--- src/rtl/range_gen.sv ---
// ---------------------------------------------------------------------------
// range_gen
//
// Generates values in the half-open range [LOWER_BOUND, UPPER_BOUND) over a
// valid/ready handshake.  Three generation orders are available:
//   METHOD 0 : ascending sweep LOWER_BOUND .. UPPER_BOUND-1, then repeat
//   METHOD 1 : descending sweep UPPER_BOUND-1 .. LOWER_BOUND, then repeat
//   METHOD 2 : pseudo-random, low WIDTH bits of a 16-bit Fibonacci LFSR
//              (taps 16,14,13,11, seed 16'hACE1), out-of-range candidates
//              are dropped
// With ONE_SHOT=1 the block parks in DONE after one pass (METHOD 0/1) or
// after UPPER_BOUND-LOWER_BOUND accepted values (METHOD 2).
//
// Ports
//   clk   : rising-edge clock
//   arst  : asynchronous active-high reset
//   start : leave IDLE/DONE and begin generating (ignored in RUN)
//   halt  : return to IDLE; wins over start and over an acceptance
//   dat   : generated value (registered)
//   valid : dat holds a legal value (registered)
//   ready : consumer accepts dat when valid is high
//   busy  : high in RUN
//   wrap  : one-cycle pulse after the last value of a pass is accepted
//   done  : level, high in DONE
// ---------------------------------------------------------------------------
module range_gen #(
    parameter int WIDTH       = 7,
    parameter int LOWER_BOUND = 85,
    parameter int UPPER_BOUND = 120,
    parameter int METHOD      = 0,
    parameter int ONE_SHOT    = 0
) (
    input  logic             clk,
    input  logic             arst,
    input  logic             start,
    input  logic             halt,
    output logic [WIDTH-1:0] dat,
    output logic             valid,
    input  logic             ready,
    output logic             busy,
    output logic             wrap,
    output logic             done
);

    localparam int SPAN = UPPER_BOUND - LOWER_BOUND;
    localparam int CW   = $clog2(SPAN + 1);

    localparam logic [WIDTH-1:0] LO_W  = WIDTH'(LOWER_BOUND);
    localparam logic [WIDTH-1:0] HI_W  = WIDTH'(UPPER_BOUND - 1);
    localparam logic [WIDTH-1:0] FIRST = (METHOD == 1) ? HI_W : LO_W;
    localparam logic [WIDTH-1:0] LAST  = (METHOD == 1) ? LO_W : HI_W;

    localparam logic [CW-1:0] CNT_LAST  = CW'(SPAN - 1);
    localparam logic [15:0]   LFSR_SEED = 16'hACE1;
    localparam logic [31:0]   LO32      = 32'(LOWER_BOUND);
    localparam logic [31:0]   HI32      = 32'(UPPER_BOUND);

    typedef enum logic [1:0] {
        IDLE = 2'd0,
        RUN  = 2'd1,
        DONE = 2'd2
    } state_t;

    state_t            state;
    state_t            state_nxt;

    logic [WIDTH-1:0]  dat_nxt;
    logic              valid_nxt;
    logic              wrap_nxt;
    logic              busy_nxt;
    logic              done_nxt;
    logic [CW-1:0]     cnt;
    logic [CW-1:0]     cnt_nxt;
    logic [15:0]       lfsr;
    logic [15:0]       lfsr_nxt;
    logic [15:0]       lfsr_step;

    logic              accept;
    logic              last_beat;
    logic              end_pass;

    function automatic logic in_range(input logic [WIDTH-1:0] v);
        logic [31:0] v32;
        v32 = 32'(v);
        return (v32 >= LO32) && (v32 < HI32);
    endfunction

    // Taps 16,14,13,11 counted from the output end of a right shift.
    assign lfsr_step = {lfsr[0] ^ lfsr[2] ^ lfsr[3] ^ lfsr[5], lfsr[15:1]};

    // valid is only ever high in RUN, so accept implies RUN.
    assign accept    = valid & ready;
    assign last_beat = (METHOD == 2) ? (cnt == CNT_LAST) : (dat == LAST);
    assign end_pass  = accept & last_beat;

    // ---------------------------------------------------------------------
    // State register
    // ---------------------------------------------------------------------
    // NOTE: clocked state uses non-blocking (<=) so every register samples
    // the values from before the edge, independent of statement order.
    always_ff @(posedge clk or posedge arst) begin
        if (arst) begin
            state <= IDLE;
        end else begin
            state <= state_nxt;
        end
    end

    // ---------------------------------------------------------------------
    // Next-state logic; halt has priority over start and over acceptance
    // ---------------------------------------------------------------------
    // NOTE: every always_comb output gets a default first so no path can
    // leave it unassigned and infer a latch.
    always_comb begin
        state_nxt = state;
        case (state)
            IDLE: begin
                if (!halt && start) begin
                    state_nxt = RUN;
                end
            end
            RUN: begin
                if (halt) begin
                    state_nxt = IDLE;
                end else if (end_pass && (ONE_SHOT != 0)) begin
                    state_nxt = DONE;
                end
            end
            DONE: begin
                if (halt) begin
                    state_nxt = IDLE;
                end else if (start) begin
                    state_nxt = RUN;
                end
            end
            default: state_nxt = IDLE;
        endcase
    end

    // ---------------------------------------------------------------------
    // Output logic: next values of the registered outputs and datapath
    // ---------------------------------------------------------------------
    always_comb begin
        dat_nxt   = dat;
        valid_nxt = valid;
        wrap_nxt  = 1'b0;
        cnt_nxt   = cnt;
        lfsr_nxt  = lfsr;

        if (halt) begin
            // Sweep position and counter clear; the LFSR keeps its state.
            valid_nxt = 1'b0;
            dat_nxt   = LO_W;
            cnt_nxt   = '0;
        end else begin
            case (state)
                IDLE, DONE: begin
                    if (start) begin
                        cnt_nxt = '0;
                        if (METHOD == 2) begin
                            // Present the current LFSR state without stepping,
                            // so a restart continues where the last run stopped.
                            dat_nxt   = lfsr[WIDTH-1:0];
                            valid_nxt = in_range(lfsr[WIDTH-1:0]);
                        end else begin
                            dat_nxt   = FIRST;
                            valid_nxt = 1'b1;
                        end
                    end
                end
                RUN: begin
                    if (METHOD == 2) begin
                        if (accept) begin
                            wrap_nxt = last_beat;
                            cnt_nxt  = last_beat ? '0 : cnt + 1'b1;
                        end
                        // Step whenever nothing is waiting for the consumer.
                        if (!valid || ready) begin
                            lfsr_nxt  = lfsr_step;
                            dat_nxt   = lfsr_step[WIDTH-1:0];
                            valid_nxt = in_range(lfsr_step[WIDTH-1:0]);
                        end
                    end else if (accept) begin
                        wrap_nxt = last_beat;
                        if (last_beat) begin
                            dat_nxt = FIRST;
                        end else if (METHOD == 1) begin
                            dat_nxt = dat - 1'b1;
                        end else begin
                            dat_nxt = dat + 1'b1;
                        end
                    end
                    if (end_pass && (ONE_SHOT != 0)) begin
                        valid_nxt = 1'b0;
                    end
                end
                default: ;
            endcase
        end

        busy_nxt = (state_nxt == RUN);
        done_nxt = (state_nxt == DONE);
    end

    // ---------------------------------------------------------------------
    // Output and datapath registers
    // ---------------------------------------------------------------------
    always_ff @(posedge clk or posedge arst) begin
        if (arst) begin
            dat   <= LO_W;
            valid <= 1'b0;
            wrap  <= 1'b0;
            busy  <= 1'b0;
            done  <= 1'b0;
            cnt   <= '0;
            lfsr  <= LFSR_SEED;
        end else begin
            dat   <= dat_nxt;
            valid <= valid_nxt;
            wrap  <= wrap_nxt;
            busy  <= busy_nxt;
            done  <= done_nxt;
            cnt   <= cnt_nxt;
            lfsr  <= lfsr_nxt;
        end
    end

endmodule

--- config.mk ---
export PLATFORM = sky130hd
export DESIGN_NAME = range_gen
export DESIGN_NICKNAME = d
export VERILOG_FILES = /design/src/rtl/range_gen.sv
export SDC_FILE = /design/constraint.sdc
export NUM_CORES = 1
export LEC_CHECK = 0
export CAP_MARGIN = 0
export CORE_MARGIN = 4
export CORE_UTILIZATION = 45
export CTS_BUF_LIST = sky130_fd_sc_hd__clkbuf_4
export DETAILED_ROUTE_END_ITERATION = 10
export HOLD_SLACK_MARGIN = 0.15
export PLACE_DENSITY_LB_ADDON = 0.2
export SYNTH_ARGS = -nofsm -noshare
export SYNTH_HDL_FRONTEND = slang
export SYNTH_SLANG_ARGS = --single-unit
--- constraint.sdc ---
create_clock -name clk -period 2.8 [get_ports clk]
set_clock_uncertainty 0.2 [all_clocks]
set_input_delay 0.42 -clock clk [delete_from_list [all_inputs] [get_ports clk]]
set_output_delay 0.42 -clock clk [all_outputs]
set_load 0.03 [all_outputs]
After elaboration in Yosys (flattened, before gate mapping):

Index checks and enable logic that the tools add are counted.

* bits of input ports: 5
* ROM bits: 0
* logic and storage cells: 40
* memories kept: 0
* RAM bits: 0
* flip-flop bits (word level): 13
* bits in latches: 0

* equal/unequal tests: 7
* shift-type cells: 0
* multiplexer cells: 16
* $add $sub $neg: 1
* reduce and logical (&&, ||, !) cells: 9
* div/mod/pow operators: 0
* magnitude comparators: 0
* $mul: 0
* bitwise gates (word level): 1

Operators with widths (count)
* 2-to-1 mux 7 bit: 4
* case mux 7 bit (2 select lines): 1
* 2-to-1 mux 2 bit: 4
* adder 7 x 1 -> 7 bit, second input constant: 1
* == test 7 bit, second input constant: 1
* 2-to-1 mux 1 bit: 6
* inequality test 3 bit, second input constant: 2
* case mux 2 bit (3 select lines): 1
* == test 2 x 1 -> 1 bit, second input constant: 2
* == test 2 bit, second input constant: 2
* nonzero test 2 bit: 2
* AND reduction 3 bit: 1
* nonzero test 3 bit: 1
* logical NOT 2 bit: 1
* AND reduction 2 bit: 1
* OR reduction 2 bit: 1
* AND 1 bit: 1
* logical AND 1 bit: 1
* logical NOT 1 bit: 1

Longest topological paths before layout:

* depth in word-level cells: 5
* gate-level depth with buffers: 5
* mapped depth without buffers: 5

Worst setup path before layout:

OpenSTA, ideal clock, no wires.

* path type: register -> register
* start: register dat[1]
* end: register dat[5]
* period minus slack after synthesis: 1817 ps
* path slack: 983 ps
* data required time: 2518 ps
* stages on the path, launching flop included: 6
* arrival time: 1535 ps
* cells stage by stage: dfrtp_1 -> ha_1 -> and4b_1 -> a211oi_4 -> a41oi_1 -> a31oi_1

* word-level cells in the longest chain between the ends: 5
* elaborated cells between the ends (all ways): 6

Ends and longest elaborated chain
* from (decl): line 37 `output logic [WIDTH-1:0] dat,`
* from (signal assigned): line 218 `dat <= dat_nxt;`
* adder 7 x 1 -> 7 bit / == test 7 bit (equally long branches): line 190, 93
* 2-to-1 mux 7 bit (*): line 185 `if (last_beat) begin`
* 2-to-1 mux 7 bit (*): line 183 `end else if (accept) begin`
* case mux 7 bit (2 select lines) (*): line 156 `case (state)`
* 2-to-1 mux 7 bit (*): line 150 `if (halt) begin`

Mark *: on every way between the ends. The rest lies on a longest branch, timed or not. The select of a mux whose other input is x is not followed.
A chain may end at the register's enable or synchronous reset.

Worst setup path in the final report:

* start: register dat[4]
* end: output port dat[4]

No word-level cell between the ends.

==> flow_metrics.env <==
export IMPL_slowest_delay_ps=680
export IMPL_clkTransAtPathRegs_ps=80
export IMPL_crit_required_ps=2180
export IMPL_post_cts_setup_buffers=0
export IMPL_hold_viol=0
export IMPL_grt_util_met3_pct=3.56
export IMPL_crit_path_top_delay_cell="clkdlybuf4s50_1"
export IMPL_layout_min_cycle_time_ps=2170
export IMPL_grt_use_met1_pct=19.0
export IMPL_grt_first_pass_wirelength_um=2250
export IMPL_endpoint_kind="output port"
export IMPL_path_cells="clkdlybuf4s50_1"
export IMPL_firstDrtPassIters=4
export IMPL_die_w_um=45.5
export IMPL_internal_power_mw=0.286
export IMPL_crit_fanout=7
export IMPL_coreArea_um2=1320
export IMPL_power_density_nw_per_um2=470
export IMPL_wire_per_inst_um=14.4
export IMPL_areaGrowthSynthToFinish_pct=30.8
export IMPL_insertion_delay_ps=270
export IMPL_ys_seq_elements=13
export IMPL_nets=87
export IMPL_grt_util_all_layers_pct=15.3
export IMPL_r2r_end="dat[5]"
export IMPL_relSlewSlack_pct=64.1
export IMPL_syn_inst=61
export IMPL_power_clock_fraction_pct=32.1
export IMPL_wirelength_um=1370
export IMPL_cap_viol_max_count=0
export IMPL_hold_class="in -> async"
export IMPL_crit_family="buffers and inverters"
export IMPL_pwr_share_seq_pct=52.0
export IMPL_cts_htree_levels=1
export IMPL_cts_sinks=13
export IMPL_max_clock_freq_mhz=462
export IMPL_cts_hold_buf=0
export IMPL_mostFrequentLayoutCell="clkdlybuf4s50_1"
export IMPL_yosys_area_top_type="dfrtp_1"
export IMPL_syn_num_nets=67
export IMPL_leakage_nw=0.333
export IMPL_clock_root_buffer="clkbuf_4"
export IMPL_rsz0062_at_grt="no"
export IMPL_critPathKind="reg -> out"
export IMPL_r2r_slack_ps=960
export IMPL_synth_area_leaders="dfrtp_1 (36%), dfstp_2 (17%), nor2_1 (4.7%), nand2_1 (3.6%), a211oi_4 (3.2%)"
export IMPL_r2r_start="dat[1]"
export IMPL_met2_usage_pct=24.0
export IMPL_crit_cells=1
export IMPL_drive_gt1_share_pct=15.0
export IMPL_cts_made_buffers=3
export IMPL_maxSlewViolCount=0
export IMPL_arrival_ps=1550
export IMPL_p_total_mw=0.390
export IMPL_viasPerCell=5.61
export IMPL_finalCritPeriodShare_pct=77.4
export IMPL_rows=13
export IMPL_p_comb_share_pct=15.9
export IMPL_gr_max_usage_layer="met2"
export IMPL_dp_hpwl_um=1010
export IMPL_globalplace_congestion=0.797
export IMPL_worstSetupStartpointType="flop"
export IMPL_dieArea_um2=2070
export IMPL_grt_pass1_vias=514
export IMPL_vias=533
export IMPL_worstMarginPinSlew_ps=535
export IMPL_drc=0
export IMPL_swShare_pct=26.6
export IMPL_peakVddDrop_v=0.000252
export IMPL_final_util_pct=63.0
export IMPL_antenna_found_initial=0
export IMPL_crit_buf_inv=1
export IMPL_cts_resized=0
export IMPL_ios=16
export IMPL_start_util_pct=48.1
export IMPL_synth_top_area_share_pct=35.5
export IMPL_netSwitchingPower_mw=0.104
export IMPL_yosysSeqAreaShare_pct=52.1
export IMPL_cts_tree="built"
export IMPL_num_antenna_cells=0
export IMPL_dp_cells=91
export IMPL_grt_ovfl_total=0
export IMPL_r2r_cells=5
export IMPL_yosysWarningCount=0
export IMPL_final_cell_mix="clkdlybuf4s50_1 (15), dfrtp_1 (9), nor2_1 (8), nand2_1 (6)"
export IMPL_die_h_um=45.5
export IMPL_drt_initial_drc_count=13
export IMPL_synth_avg_cell_area_um2=10.4
export IMPL_tns_ps=0
export IMPL_synth_area_um2=634
export IMPL_grt_max_degree=14
export IMPL_antenna_left=0
export IMPL_synth_cell_types=27
export IMPL_cts_buffer_depth=2
export IMPL_status="finished, final reports clean"
export IMPL_final_cell_count_no_fill=95
export IMPL_setup_violations=0
export IMPL_io_buffers=15
[routing by layer]
metal	vias up	part of all wire (%)
li1	263	-
met1	251	48
met2	17	45
met3	2	6.8
met4	0	0.73
met5	-	0
[per-stage QoR]
stage	hold WS [ps]	instance area [um2]	setup WS, ps
after floorplan	94.1	634	983
after global placement	318	800	546
after detailed placement	318	800	466
after CTS	264	830	626
after global routing	287	830	589
final	254	830	634
[worst max path at each step]
stage | startpoint | to | slack (ps)
2_1_floorplan | dat[1] | dat[5] | 980
3_3_place_gp | halt | dat[5] | 550
3_5_place_dp | halt | dat[5] | 470
4_1_cts | dat[4] | dat[4] | 630
5_1_grt | dat[4] | dat[4] | 590
6_report | dat[4] | dat[4] | 630
[synth_stat cells, drive strengths merged]
| library cell | count |
|---|---|
| dfrtp | 9 |
| nor2 | 8 |
| nand2 | 6 |
| dfstp | 4 |
| nand3 | 4 |
| a21oi | 3 |
| o21ai | 3 |
| a211oi | 2 |
| a31oi | 2 |
| a41oi | 2 |
| nand2b | 2 |
| nor2b | 2 |
| nor4b | 2 |
| a21o | 1 |
| a311o | 1 |
| a311oi | 1 |
| and2 | 1 |
| and3 | 1 |
| and4b | 1 |
| buf | 1 |
| ha | 1 |
| inv | 1 |
| nor3 | 1 |
| nor3b | 1 |
| or3b | 1 |
[power by group through the flow]
stage	clock network, mW	registers, mW	logic [mW]
after floorplan	0	0.215	0.0290
after global placement	0	0.205	0.0616
after detailed placement	0	0.206	0.0622
after CTS	0.130	0.203	0.0624
after global routing	0.139	0.204	0.0675
final	0.125	0.203	0.0620
[sequential cells by signal (all words and copies together) (netlist names)]
| name | flops |
|---|---|
| done | 1 |
| busy | 1 |
| valid | 1 |
| wrap | 1 |
| state | 2 |
| dat | 7 |
[cell families after synthesis]
logic type	synth area share (%)
AND/OR/NAND/NOR	25.4
AO/OA/AOI/OAI	18.1
flip-flops	52.1
buffers and inverters	2.37
adder cells (fa/ha/maj)	1.97
[cell type report]
cell class | count | area, um2
clock buffer | 4 | 30.0
fill | 116 | 488
inverter | 1 | 3.75
multi-input combinational | 46 | 289
sequential | 13 | 330
tap | 15 | 18.8
timing repair buffer | 16 | 158
No activity file was read; power rests on OpenSTA's default activity.
